File: src/rtl/lsu_split_access.sv
// Sequential load/store unit driving a req/gnt/rvalid data port. Optionally splits
// word-crossing accesses into two aligned transactions and merges the load data.
module lsu_split_access #(
  parameter int MISALIGN_SPLIT = 1,
  parameter int ADDR_W         = 32
) (
  input  logic              clk,
  input  logic              rst,
  input  logic              op_valid,
  input  logic              op_store,
  input  logic [2:0]        funct3,
  input  logic [ADDR_W-1:0] addr,
  input  logic [31:0]       wdata,
  output logic              stall,
  output logic              done,
  output logic [31:0]       rdata,
  output logic              fault_misalign,
  output logic              fault_access,
  output logic              mem_req,
  output logic              mem_we,
  output logic [ADDR_W-1:0] mem_addr,
  output logic [3:0]        mem_mask,
  output logic [31:0]       mem_wdata,
  input  logic              mem_gnt,
  input  logic              mem_rvalid,
  input  logic [31:0]       mem_rdata,
  input  logic              mem_err
);

  localparam logic              SPLIT_EN  = (MISALIGN_SPLIT != 0);
  localparam logic [ADDR_W-1:0] WORD_STEP = {{(ADDR_W-3){1'b0}}, 3'b100};

  typedef enum logic [2:0] {
    S_IDLE  = 3'd0,
    S_REQ1  = 3'd1,
    S_WAIT1 = 3'd2,
    S_REQ2  = 3'd3,
    S_WAIT2 = 3'd4,
    S_FIN   = 3'd5
  } state_t;

  state_t r_state, w_state_nxt;

  logic              r_store, r_split, r_done;
  logic [2:0]        r_f3;
  logic [1:0]        r_off;
  logic [ADDR_W-1:0] r_addr2;
  logic [3:0]        r_mask_hi;
  logic [31:0]       r_wdata_hi, r_rd_lo, r_rdata;
  logic              r_fault_misalign, r_fault_access;
  logic              r_mem_req, r_mem_we;
  logic [ADDR_W-1:0] r_mem_addr;
  logic [3:0]        r_mem_mask;
  logic [31:0]       r_mem_wdata;

  logic [1:0]        w_off;
  logic [2:0]        w_size;
  logic [3:0]        w_smask;
  logic              w_illegal, w_cross, w_fault;
  logic [7:0]        w_mask8;
  logic [63:0]       w_wd64, w_rd64;
  logic [ADDR_W-1:0] w_word_addr;
  logic [31:0]       w_raw, w_ext;

  // Decode the incoming op: size, crossing, fault and the two-word lane layout
  always_comb begin
    w_off     = addr[1:0];
    w_illegal = (funct3[1:0] == 2'b11) || (funct3 == 3'b110);
    case (funct3[1:0])
      2'b00:   begin w_size = 3'd1; w_smask = 4'b0001; end
      2'b01:   begin w_size = 3'd2; w_smask = 4'b0011; end
      default: begin w_size = 3'd4; w_smask = 4'b1111; end
    endcase
    w_cross     = (({1'b0, w_off} + w_size) > 3'd4);
    w_fault     = w_illegal || (w_cross && !SPLIT_EN);
    w_mask8     = {4'b0000, w_smask} << w_off;
    w_wd64      = {32'h0000_0000, wdata} << {w_off, 3'b000};
    w_word_addr = {addr[ADDR_W-1:2], 2'b00};
  end

  // Merge returned words, shift the addressed bytes down and extend them
  always_comb begin
    if (r_state == S_WAIT2) begin
      w_rd64 = {mem_rdata, r_rd_lo};
    end else begin
      w_rd64 = {32'h0000_0000, mem_rdata};
    end
    w_raw = 32'(w_rd64 >> {r_off, 3'b000});
    case (r_f3)
      3'b000:  w_ext = {{24{w_raw[7]}}, w_raw[7:0]};
      3'b001:  w_ext = {{16{w_raw[15]}}, w_raw[15:0]};
      3'b100:  w_ext = {24'h00_0000, w_raw[7:0]};
      3'b101:  w_ext = {16'h0000, w_raw[15:0]};
      default: w_ext = w_raw;
    endcase
  end

  // State register
  always_ff @(posedge clk) begin
    if (rst) begin
      r_state <= S_IDLE;
    end else begin
      r_state <= w_state_nxt;
    end
  end

  // Next-state logic; stray gnt/rvalid outside their states are ignored
  always_comb begin
    w_state_nxt = r_state;
    case (r_state)
      S_IDLE: begin
        if (op_valid) begin
          w_state_nxt = w_fault ? S_FIN : S_REQ1;
        end else begin
          w_state_nxt = S_IDLE;
        end
      end
      S_REQ1: begin
        if (mem_gnt) w_state_nxt = S_WAIT1;
        else         w_state_nxt = S_REQ1;
      end
      S_WAIT1: begin
        if (mem_rvalid) w_state_nxt = (r_split && !mem_err) ? S_REQ2 : S_FIN;
        else            w_state_nxt = S_WAIT1;
      end
      S_REQ2: begin
        if (mem_gnt) w_state_nxt = S_WAIT2;
        else         w_state_nxt = S_REQ2;
      end
      S_WAIT2: begin
        if (mem_rvalid) w_state_nxt = S_FIN;
        else            w_state_nxt = S_WAIT2;
      end
      S_FIN:   w_state_nxt = S_IDLE;
      default: w_state_nxt = S_IDLE;
    endcase
  end

  // Op capture, registered memory request and registered completion outputs
  always_ff @(posedge clk) begin
    if (rst) begin
      r_store          <= 1'b0;
      r_split          <= 1'b0;
      r_done           <= 1'b0;
      r_f3             <= 3'b000;
      r_off            <= 2'b00;
      r_addr2          <= {ADDR_W{1'b0}};
      r_mask_hi        <= 4'b0000;
      r_wdata_hi       <= 32'h0000_0000;
      r_rd_lo          <= 32'h0000_0000;
      r_rdata          <= 32'h0000_0000;
      r_fault_misalign <= 1'b0;
      r_fault_access   <= 1'b0;
      r_mem_req        <= 1'b0;
      r_mem_we         <= 1'b0;
      r_mem_addr       <= {ADDR_W{1'b0}};
      r_mem_mask       <= 4'b0000;
      r_mem_wdata      <= 32'h0000_0000;
    end else begin
      r_done <= (w_state_nxt == S_FIN);
      case (r_state)
        S_IDLE: begin
          if (op_valid) begin
            r_store          <= op_store;
            r_f3             <= funct3;
            r_off            <= w_off;
            r_split          <= w_cross;
            r_addr2          <= w_word_addr + WORD_STEP;
            r_mask_hi        <= w_mask8[7:4];
            r_wdata_hi       <= w_wd64[63:32];
            r_mem_req        <= !w_fault;
            r_mem_we         <= op_store && !w_fault;
            r_mem_addr       <= w_fault ? {ADDR_W{1'b0}} : w_word_addr;
            r_mem_mask       <= w_fault ? 4'b0000 : w_mask8[3:0];
            r_mem_wdata      <= w_fault ? 32'h0000_0000 : w_wd64[31:0];
            r_fault_misalign <= w_fault;
            r_fault_access   <= 1'b0;
            r_rdata          <= 32'h0000_0000;
          end
        end
        S_REQ1, S_REQ2: begin
          if (mem_gnt) begin
            r_mem_req   <= 1'b0;
            r_mem_we    <= 1'b0;
            r_mem_addr  <= {ADDR_W{1'b0}};
            r_mem_mask  <= 4'b0000;
            r_mem_wdata <= 32'h0000_0000;
          end
        end
        S_WAIT1: begin
          if (mem_rvalid) begin
            r_rd_lo <= mem_rdata;
            if (r_split && !mem_err) begin
              r_mem_req   <= 1'b1;
              r_mem_we    <= r_store;
              r_mem_addr  <= r_addr2;
              r_mem_mask  <= r_mask_hi;
              r_mem_wdata <= r_wdata_hi;
            end else begin
              r_fault_access <= mem_err;
              r_rdata        <= (mem_err || r_store) ? 32'h0000_0000 : w_ext;
            end
          end
        end
        S_WAIT2: begin
          if (mem_rvalid) begin
            r_fault_access <= mem_err;
            r_rdata        <= (mem_err || r_store) ? 32'h0000_0000 : w_ext;
          end
        end
        S_FIN: begin
          r_fault_misalign <= 1'b0;
          r_fault_access   <= 1'b0;
          r_rdata          <= 32'h0000_0000;
        end
        default: ;
      endcase
    end
  end

  assign stall          = op_valid && !r_done;
  assign done           = r_done;
  assign rdata          = r_rdata;
  assign fault_misalign = r_fault_misalign;
  assign fault_access   = r_fault_access;
  assign mem_req        = r_mem_req;
  assign mem_we         = r_mem_we;
  assign mem_addr       = r_mem_addr;
  assign mem_mask       = r_mem_mask;
  assign mem_wdata      = r_mem_wdata;

endmodule

File: config.mk
export PLATFORM = sky130hd
export DESIGN_NAME = lsu_split_access
export DESIGN_NICKNAME = d
export VERILOG_FILES = /design/src/rtl/lsu_split_access.sv
export SDC_FILE = /design/constraint.sdc
export NUM_CORES = 1
export LEC_CHECK = 0
export BUFFER_PORTS_ARGS = -buffer_cell sky130_fd_sc_hd__buf_4
export CORE_MARGIN = 8
export CORE_UTILIZATION = 55
export CTS_CLUSTER_DIAMETER = 100
export DETAILED_ROUTE_END_ITERATION = 8
export GPL_TIMING_DRIVEN = 1
export MAX_ROUTING_LAYER = met4
export PLACE_DENSITY = 0.79
export SYNTH_ARGS = -nofsm -noshare
export SYNTH_HDL_FRONTEND = slang
export SYNTH_SLANG_ARGS = --single-unit
File: constraint.sdc
create_clock -name clk -period 2.67 [get_ports clk]
set_input_delay 0.267 -clock clk [delete_from_list [all_inputs] [get_ports clk]]
set_output_delay 0.267 -clock clk [all_outputs]
set_load 0.03 [all_outputs]
==> metrics.md, run 1 <==
| Metric | Value |
|---|---|
| Final antenna diode count | `0` |
| Number of levels in the clock H-tree | `1` |
| CTS tree | `done` |
| CTS Root Cell | `clkbuf_16` |
| Leading cell type in the layout, fill and taps excluded | `buf_4` |
| Main area contributors after synthesis | `dfxtp_1, nand2_1, a221oi_1` |
| Leakage | `0.00503 uW` |
| IR Drop Worst-Case VDD | `0.000464 V` |
| Total I/O pin count | `212` |
| Maximum number of pins on one net before global-route repair | `86` |
| CP Depth | `6` |
| Clock sinks | `202` |
| Post-DR vias/cell | `6.26` |
| Type of the most critical hold path | `input pin to register` |
| Time the final worst path needs with I/O delays and setup | `2.48 ns` |
| Critical Path Fanout Max | `28` |
| Largest area contributor in the synthesized netlist | `dfxtp_1` |
| Start point of the worst min-delay path | `op_store` |
| Reg-to-Reg End | `mem_addr[10]` |
| Cell area after technology mapping | `10300 sq um` |
| Number of max-slew violations in the final report | `0` |
| Number of antenna violations at the first check in global routing | `0` |
| Sequential area share after synthesis | `39.3%` |
| Hold violation count in the final report | `0` |
| Number of synthesized register bits | `202` |
| Warnings from Yosys | `0` |
| Power density cells | `703 nW/um^2` |
| Area delta synth->final | `23.2%` |
| Leading cell types in the layout, fill and taps excluded | `buf_4, dfxtp_1, nand2_1, nor2_1, a21oi_1` |
| Endpoint of the most critical setup path | `mem_addr[10]` |
| Total number of vias | `10300` |
| Type of element capturing the critical path | `register` |
| Die Ht | `153 um` |
| EDFF count, synth | `0` |
| Count of instances resized after the clock tree is built | `0` |
| Total Nets Final | `1502` |
| CP Buf/Inv Count | `1` |
| Floorplan die width | `153 um` |
| Reg-to-reg critical path startpoint | `r_state[1]` |
| Top cell type's share of synthesized area | `39.3%` |
| Final Cell Area | `12700 sq um` |
| Arrival time at the worst endpoint | `2.89 ns` |
| Maximum capacitance violations | `0` |
| Number of global-route vias before repair | `9837` |
| Standard-cell rows | `50` |
| Placement Cell Area | `11900 sq um` |
| Actual transition at the worst max-transition pin | `0.898 ns` |
| Top_reg_cell synth | `dfxtp_1` |
| Setup slack, reg-to-reg | `0.19 ns` |
| Post-detail-place hpwl | `22700 um` |
| Post-CTS setup-driven buffer insertion count | `0` |
| Clock latency on the worst-skew pair | `0.50 ns` |
| Final routed wirelength across all metal layers | `33100 um` |
| FF-to-FF path depth | `6` |
| Number of standard cells after synthesis | `1241` |
| Highest-delay cell along the critical path | `dfxtp_1` |
| Overall global routing resource usage | `27.6%` |
| CP top delay family | `simple AND/OR/NAND/NOR gates` |
| Worst setup path category | `register to register` |
| Final Skew | `0.00939 ns` |
| Detailed Route Iter0 Violations | `1010` |
| Relative slew slack | `40.1%` |
| Number of buffers created by CTS | `22` |
| Outcome | `completed` |
| Critical Path Source Type | `register` |
| Crit path largest cell delay | `0.58 ns` |
| Wire length per cell after detailed routing | `20.2 um` |
| Final setup violating endpoints | `0` |
| Startpoint of the most critical setup path | `r_state[1]` |
| Clock transition at the registers of the reported paths | `0.06 ns` |
| Highest clock rate | `404 MHz` |
| Cell-by-cell listing of the critical path | `nor2b_1 -> a311oi_1 -> or3_2 -> buf_4 -> a221oi_1 -> nor3_1` |
| Routability congestion estimate from global placement | `0.950` |
| Proportion of layout cells with a drive suffix above 1 | `24.5%` |
| Post-Synthesis Mean Instance Area | `8.30 sq um` |
| Unique cell type count in the Yosys netlist | `65` |
| Number of routed nets with antenna violations | `0` |
| Leftover overflow at the end of global routing | `0` |
| Fraction of synthesis flops using an asynchronous set or reset pin | `0%` |
| First-pass DRT Iterations | `5` |
| Max Root-Sink Buffers | `3` |
| First-pass GRT wire length | `52200 um` |
| Area of the core region | `18500 sq um` |
| Utilization of the core after routing | `68.5%` |
| # port buffers | `209` |
| Die Footprint | `23400 sq um` |
| Effective utilization at floorplan | `55.6%` |
| Unrepaired setup endpoints after global routing | `no` |
| Remaining DRCs | `0` |
| Setup TNS after final layout | `0 ns` |
| Part of the cycle the worst path needs | `92.8%` |
| Critical Path RT | `3.08 ns` |
==> how the worst min path moves through the flow <==
| stage | end | slack [ns] | cells past startpoint |
|---|---|---|---|
| 2_1_floorplan | r_addr2[2] | 0.36 | 1 |
| 3_3_place_gp | r_wdata_hi[13] | 0.44 | 2 |
| 3_5_place_dp | r_wdata_hi[9] | 0.45 | 2 |
| 4_1_cts | r_store | 0.01 | 3 |
| 5_1_grt | r_rd_lo[8] | 0.03 | 3 |
| 6_report | r_store | 0.02 | 3 |
==> through the flow <==
step | setup WS [ns] | hold WS (ns) | std cells | total power (uW)
floorplan | 0.647 | 0.363 | 1242 | 5010
global placement | 0.320 | 0.438 | 1601 | 5790
detailed placement | 0.266 | 0.447 | 1601 | 5830
CTS | 0.284 | 0.0116 | 1640 | 8930
global route | 0.0216 | 0.0304 | 1640 | 9280
finish | 0.192 | 0.0193 | 1640 | 8920
==> power breakdown <==
group / total (uW) / switching (uW) / leakage, uW / internal (uW)
clock: 3120 / 1220 / 0.000364 / 1900
combinational: 2310 / 1440 / 0.00301 / 866
sequential: 3490 / 191 / 0.00165 / 3300
==> cells in the mapped netlist, types with 8 or more instances <==
cell type,instances
o211ai_1,9
a221oi_1,64
dfxtp_1,202
o21ai_0,58
nand4_1,13
a22oi_1,8
nor3_1,74
a211oi_1,19
inv_1,17
a31oi_1,9
clkbuf_1,90
or4_1,8
a21oi_1,89
buf_2,8
mux2i_1,37
and3_1,21
buf_1,8
o21a_1,8
nand2_1,169
nor2_1,127
nand3_1,26
mux2_2,30
mux4_2,14
xor2_1,25
==> layout make-up <==
type                            instances  area, sq um
Clock buffer                           32          659
Clock inverter                          6         82.6
Fill cell                            1576         5840
Inverter                               17         63.8
Multi-Input combinational cell        905         5690
Sequential cell                       202         4050
Tap cell                              234          293
Timing Repair Buffer                  244         1850
==> sequential cells by signal, indices dropped and copies added, names as in the netlist <==
signal and flops:
r_wdata_hi 24, r_rd_lo 32, r_state 3, fault_access 1
mem_wdata 32, rdata 32, mem_we 1, done 1
r_mask_hi 3, mem_mask 4, r_store 1, r_f3 3
r_addr2 30, fault_misalign 1, mem_addr 30, r_split 1
r_off 2, mem_req 1
==> worst reg2reg max path, stage by stage, from the launching register on <==
cell and delay [ns]:
dfxtp_1 0.58, nor2b_1 0.13, a311oi_1 0.45, or3_2 0.53
buf_4 0.42, a221oi_1 0.11, nor3_1 0.18
==> timing repair <==
action | 4_1_cts | 5_1_grt
hold buffers | 1 | 0
hold endpoints to repair | 1 | 0
setup endpoints to repair | 0 | 0
==> logic make-up after synthesis <==
| family | share of synthesized area, % |
|---|---|
| DFF | 39.3 |
| adders and majority gates | 0.559 |
| AOI/OAI and AO/OA | 20.5 |
| and+or+nand+nor | 21.3 |
| buffers and inverters | 5.71 |
| xor gates and xnor gates | 2.55 |
| other | 0.0364 |
| muxes | 10.0 |
==> metal layers <==
metal	track usage (%)	share of wire (%)	vias to the layer above
met1	34.9	42	4885
met4	8.34	2.3	0
met5	-	0	-
li1	-	-	4805
met3	5.33	9.0	61
met2	44.1	47	510
(Power assumes the default switching activity.)
==> inputs of run 2 (changes only) <==
Settings changed: CORE_UTILIZATION 55 to 50, PLACE_DENSITY 0.79 to 0.73.
==> run 2 against run 1 <==
Net effect: cell count grew 2.5%; count of clock-buffer cells in the layout is the same; largest cell class unchanged; global-route usage shrank 1.7 points; die area grew 8.9%; first-iteration DRC count shrank 9.1%; worst setup slack lost 0.027 ns; register-to-register slack lost 0.03 ns; critical path depth shrank 2; largest power group unchanged; critical endpoint is now mem_wdata[31]; non-clock buffer count is the same; combinational power is essentially flat; routed wire length grew 0.84%.
==> metrics.md, run 2 (same netlist as run 1, synthesis figures left out) <==
| Metric | Value |
|---|---|
| Cells on Worst Hold Path | `3 (unchanged)` |
| Number of global-route vias before repair | `9829 (-0.081%)` |
| Number of routed nets with antenna violations | `0 (unchanged)` |
| Switching Fraction | `31.1% (-0.87 points)` |
| Total Nets Final | `1503 (+0.067%)` |
| Clock sinks | `202 (unchanged)` |
| Critical Path Fanout Max | `32 (+14%)` |
| Final Cell Area | `12900 sq um (+1.4%)` |
| Clock transition at the registers of the reported paths | `0.06 ns (about the same)` |
| Actual transition at the worst max-transition pin | `1.01 ns (+0.109 ns)` |
| Number of buffers created by CTS | `23 (+4.5%)` |
| Time the final worst path needs with I/O delays and setup | `2.51 ns (+0.0270 ns)` |
| CTS Root Cell | `clkbuf_16` |
| Sequential share of power | `37.7% (-1.5 points)` |
| Number of levels in the clock H-tree | `1 (unchanged)` |
| Cell-by-cell listing of the critical path | `a311oi_1 -> or3_2 -> or4_1 -> a21oi_1` |
| Leakage | `0.00508 uW (+1.1%)` |
| Utilization of the core after routing | `63.6% (-4.9 points)` |
| Relative slew slack | `32.8% (-7.3 points)` |
| Final routed wirelength across all metal layers | `33400 um (+0.84%)` |
| Clock latency on the worst-skew pair | `0.50 ns (about the same)` |
| Max Root-Sink Buffers | `3 (unchanged)` |
| Area of the core region | `20200 sq um (+9.3%)` |
| Maximum number of pins on one net before global-route repair | `96 (+12%)` |
| Highest-delay cell along the critical path | `or3_2` |
| Die Ht | `160 um (+4.4%)` |
| Number of max-slew violations in the final report | `0 (unchanged)` |
| Standard-cell rows | `52 (+4.0%)` |
| Leading cell type in the layout, fill and taps excluded | `buf_4` |
| Die Footprint | `25400 sq um (+8.9%)` |
| Critical Path Source Type | `register` |
| Area delta synth->final | `24.9%` |
| Floorplan die width | `160 um (+4.4%)` |
| Type of the most critical hold path | `input pin to register` |
| Placement Cell Area | `12000 sq um (+0.69%)` |
| Final setup violating endpoints | `0 (unchanged)` |
| Effective utilization at floorplan | `50.9% (-4.7 points)` |
| CP Depth | `4 (-2)` |
| Highest clock rate | `399 MHz (-1.1%)` |
| Portion of total power attributed to combinational logic | `25.1% (-0.8 points)` |
| Final Skew | `0.0115 ns (+0.00209 ns)` |
| Overall global routing resource usage | `25.9% (-1.7 points)` |
| Part of the cycle the worst path needs | `93.8% (+1.0 points)` |
| Post-DR vias/cell | `6.04 (-3.4%)` |
| Total I/O pin count | `212 (unchanged)` |
| Total number of vias | `10200 (-0.98%)` |
| Crit path largest cell delay | `0.79 ns (+0.21 ns)` |
| Worst setup path category | `register to register` |
| Critical Path RT | `3.08 ns (about the same)` |
| Proportion of layout cells with a drive suffix above 1 | `24.7% (+0.23 points)` |
| Pint | `6390 uW (+5.3%)` |
| Routability congestion estimate from global placement | `0.951 (about the same)` |
| Remaining DRCs | `0 (unchanged)` |
| Post-CTS setup-driven buffer insertion count | `0 (unchanged)` |
| Hold WS | `0.0340 ns (+0.0147 ns)` |
| First-pass GRT wire length | `53800 um (+3.0%)` |
| Arrival time at the worst endpoint | `2.92 ns (+0.03 ns)` |
| Share of total power in the clock network | `37.2% (+2.2 points)` |
| Hold violation count in the final report | `0 (unchanged)` |
| Net Switching | `2880 uW (+1.2%)` |
| CTS tree | `done` |
| Power density cells | `721 nW/um^2 (+2.5%)` |
| CP top delay family | `simple AND/OR/NAND/NOR gates` |
| Type of element capturing the critical path | `register` |
| # port buffers | `209 (unchanged)` |
| IR Drop Worst-Case VDD | `0.000526 V (+14%)` |
| Leading cell types in the layout, fill and taps excluded | `buf_4, dfxtp_1, nand2_1, nor2_1, a21oi_1` |
| Outcome | `completed` |
| Wire length per cell after detailed routing | `19.9 um (-1.6%)` |
| Leftover overflow at the end of global routing | `0 (unchanged)` |
| FF-to-FF path depth | `4 (-2)` |
| CP Buf/Inv Count | `0 (-1)` |
| Post-detail-place hpwl | `23100 um (+1.8%)` |
| Number of antenna violations at the first check in global routing | `2 (+2)` |
| Detailed Route Iter0 Violations | `918 (-9.1%)` |
| First-pass DRT Iterations | `7 (+2)` |
| Maximum capacitance violations | `0 (unchanged)` |
[run 2: changes by cell type in the layout (fill, tap and decap cells not counted)]
cell / delta
and3_2: +1
buf_4: -3
bufinv_16: +3
and3_1: -1
buf_12: +3
diode_2: +2
[run 2: final timing paths]
path,end,start,slack (ns)
worst max register to register,mem_wdata[31],r_state[1],0.16
worst min-delay path,r_store,op_store,0.03
worst min register to register,r_rd_lo[2],r_rd_lo[2],0.46
worst max-delay path,mem_wdata[31],r_state[1],0.16
[run 2: tightest hold or removal path, delay by kind of cell]
| family | cells | cell delay, ns |
|---|---|---|
| AND/OR/NAND/NOR | 1 | 0.05 |
| AO/OA/AOI/OAI | 1 | 0.05 |
| buffers and inverters | 1 | 0.11 |
[run 2: repair_timing]
| action | CTS | global route |
|---|---|---|
| endpoints found under the hold margin | 1 | 0 |
| setup endpoints to repair | 0 | 11 |
| resized for setup | 0 | 1 |
| hold buffers | 1 | 0 |
[run 2: layout make-up]
cell class | count | area, sq um
Fill cell | 1740 | 7370
Clock inverter | 9 | 173
Tap cell | 270 | 338
Clock buffer | 32 | 659
Sequential cell | 202 | 4050
Inverter | 17 | 63.8
Antenna cell | 2 | 5.00
Timing Repair Buffer | 244 | 1880
Multi-Input combinational cell | 905 | 5690
[run 2: power by group through the flow]
stage	Combinational (uW)	Clock, uW	Sequential, uW
after floorplan	1190	0	3820
after global placement	2270	0	3550
after detailed placement	2310	0	3550
after CTS	2320	3480	3490
after global routing	2520	3620	3530
final	2330	3450	3500
[run 2: layer usage]
metal | part of all wire, % | GRT usage [%] | wire length [um]
met1 | 43 | 33.1 | 14200
met3 | 8.3 | 5.53 | 2770
met4 | 2.8 | 7.68 | 923
met2 | 46 | 40.4 | 15500
met5 | 0 | - | 0
[run 2: metrics by stage]
stage | worst slack, ns | instances | power, uW | TNS [ns]
3_3_place_gp | 0.274 | 1637 | 5820 | 0
6_report | 0.165 | 1681 | 9270 | 0
4_1_cts | 0.180 | 1679 | 9290 | 0
5_1_grt | -0.00378 | 1681 | 9660 | -0.00378
2_1_floorplan | 0.647 | 1242 | 5010 | 0
3_5_place_dp | 0.197 | 1637 | 5860 | 0
==> inputs of run 3 (changes only) <==
Settings changed: CORE_MARGIN 8 to 3, CTS_CLUSTER_DIAMETER 100 to 40.
==> run 3 against run 2 <==
Net effect: cell count is 1.4% higher; hold slack worse by 0.016 ns; routed wire length is 0.73% lower; clock skew hardly changed; die area is 12% lower; critical path depth is 2 higher; global-route usage is 3.7 points higher.
==> metrics.md, run 3 (same netlist as run 1, synthesis figures left out) <==
| Metric | Value |
|---|---|
| Outcome | `completed` |
| Total number of vias | `10300 (+1.7%)` |
| Final antenna diode count | `0 (-2)` |
| Time the final worst path needs with I/O delays and setup | `2.49 ns (-0.0127 ns)` |
| Die Footprint | `22400 sq um (-12%)` |
| Floorplan die width | `150 um (-6.3%)` |
| Placement Cell Area | `12000 sq um (about the same)` |
| Setup TNS after final layout | `0 ns (unchanged)` |
| Highest clock rate | `401 MHz (+0.51%)` |
| Total I/O pin count | `212 (unchanged)` |
| Max Root-Sink Buffers | `3 (unchanged)` |
| Effective utilization at floorplan | `51.9% (+1.0 points)` |
| Die Ht | `150 um (-6.3%)` |
| Leading cell type in the layout, fill and taps excluded | `buf_4` |
| Critical Path Source Type | `register` |
| Number of routed nets with antenna violations | `0 (unchanged)` |
| Cell-by-cell listing of the critical path | `nor3b_2 -> buf_4 -> mux4_2 -> mux2i_1 -> and3_1 -> o21bai_1` |
| Final routed wirelength across all metal layers | `33100 um (-0.73%)` |
| Routability congestion estimate from global placement | `0.916 (-3.7%)` |
| CP Buf/Inv Count | `1 (+1)` |
| Type of element capturing the critical path | `register` |
| Number of max-slew violations in the final report | `0 (unchanged)` |
| Actual transition at the worst max-transition pin | `0.989 ns (-0.0184 ns)` |
| Highest-delay cell along the critical path | `mux4_2` |
| Final Skew | `0.0120 ns (+0.000493 ns)` |
| Area of the core region | `19800 sq um (-1.9%)` |
| Relative slew slack | `33.6% (+0.78 points)` |
| Standard-cell rows | `51 (-1.9%)` |
| Fillers | `1669 (-4.1%)` |
| Unrepaired setup endpoints after global routing | `no` |
| Maximum capacitance violations | `0 (unchanged)` |
| Remaining DRCs | `0 (unchanged)` |
| Arrival time at the worst endpoint | `2.94 ns (+0.02 ns)` |
| Maximum number of pins on one net before global-route repair | `66 (-31%)` |
| Leftover overflow at the end of global routing | `0 (unchanged)` |
| Total Nets Final | `1526 (+1.5%)` |
| Power density cells | `751 nW/um^2 (+4.2%)` |
| Leakage | `0.00526 uW (+3.5%)` |
| Number of global-route vias before repair | `9729 (-1.0%)` |
| Post-detail-place hpwl | `22000 um (-4.8%)` |
| Worst setup path category | `register to register` |
| CTS tree | `done` |
| Leading cell types in the layout, fill and taps excluded | `buf_4, dfxtp_1, nand2_1, nor2_1, a21oi_1` |
| IR Drop Worst-Case VDD | `0.000472 V (-10%)` |
| Sequential cell area | `4050 sq um (unchanged)` |
| Area delta synth->final | `28.5%` |
| Type of the most critical hold path | `input pin to register` |
| Hold violation count in the final report | `0 (unchanged)` |
| Critical Path Fanout Max | `16 (-50%)` |
| CP top delay family | `simple AND/OR/NAND/NOR gates` |
| Clock transition at the registers of the reported paths | `0.06 ns (about the same)` |
| Critical Path RT | `3.12 ns (+0.04 ns)` |
| Number of antenna violations at the first check in global routing | `0 (-2)` |
| Setup slack, reg-to-reg | `0.18 ns (about the same)` |
| Inst Count DP | `1633 (-0.24%)` |
| Number of levels in the clock H-tree | `1 (unchanged)` |
| First-pass DRT Iterations | `5 (-2)` |
| Clock sinks | `202 (unchanged)` |
| Post-route non-filler standard cell count | `1705 (+1.4%)` |
| CTS Root Cell | `clkbuf_16` |
| Crit path largest cell delay | `0.58 ns (-0.21 ns)` |
| Number of buffers created by CTS | `31 (+35%)` |
| Final Cell Area | `13200 sq um (+2.9%)` |
| Detailed Route Iter0 Violations | `1049 (+14%)` |
| First-pass GRT wire length | `52600 um (-2.1%)` |
| Clock latency on the worst-skew pair | `0.54 ns (+0.04 ns)` |
| Proportion of layout cells with a drive suffix above 1 | `25.1% (+0.44 points)` |
| Final setup violating endpoints | `0 (unchanged)` |
| Post-DR vias/cell | `6.06 (+0.30%)` |
| Area occupied by multi-input gates | `5690 sq um (about the same)` |
| Post-CTS setup-driven buffer insertion count | `0 (unchanged)` |
| Overall global routing resource usage | `29.6% (+3.7 points)` |
| Wire length per cell after detailed routing | `19.4 um (-2.1%)` |
| Part of the cycle the worst path needs | `93.4% (-0.48 points)` |
| # port buffers | `209 (unchanged)` |
run 3: cell type report:
type	instances	area share [%]
sequential	202	30.6
timing repair buffer	259	15.4
clock inverter	14	1.41
clock buffer	43	6.66
tap	265	2.51
inverter	17	0.482
multi-input combinational	905	43.0
run 3: where the power goes:
group	switching [uW]	internal [uW]
Combinational	1450	898
Clock	1420	2680
Sequential	191	3310
run 3: final timing paths:
kind	cells past startpoint	start	end
setup / recovery	6	r_state[0]	rdata[27]
hold / removal	3	mem_rdata[13]	r_rd_lo[13]
setup reg to reg	6	r_state[0]	rdata[27]
hold reg to reg	2	r_wdata_hi[11]	r_wdata_hi[11]
run 3: what timing repair did:
| action | CTS | global route |
|---|---|---|
| hold buffers | 15 | 0 |
| endpoints found under the hold margin | 15 | 0 |
| resized for setup | 0 | 1 |
| setup endpoints to repair | 0 | 35 |
run 3: layer usage:
layer / wire [um] / part of all wire, % / GRT usage, % / vias to the layer above
met5: 0 / 0 / - / -
met4: 776 / 2.3 / 8.01 / 0
met3: 3310 / 10 / 5.48 / 62
met2: 14800 / 45 / 43.8 / 523
met1: 14300 / 43 / 41.9 / 4884
li1: - / - / - / 4867
run 3: through the flow:
stage          hold WS [ns]  utilization (%)  total power [uW]  setup slack (ns)
5_1_grt              0.0118             66.7             10300            0.0272
2_1_floorplan         0.363                -              5010             0.647
6_report             0.0179             66.7              9940             0.177
3_5_place_dp          0.447             60.5              5840             0.178
4_1_cts             0.00156             66.7              9970             0.115
3_3_place_gp          0.439             60.5              5810             0.237
run 3: worst register-to-register path: stages, from the launching register on:
cell,delay [ns]
dfxtp_1,0.45
nor3b_2,0.23
buf_4,0.25
mux4_2,0.59
mux2i_1,0.14
and3_1,0.55
o21bai_1,0.21
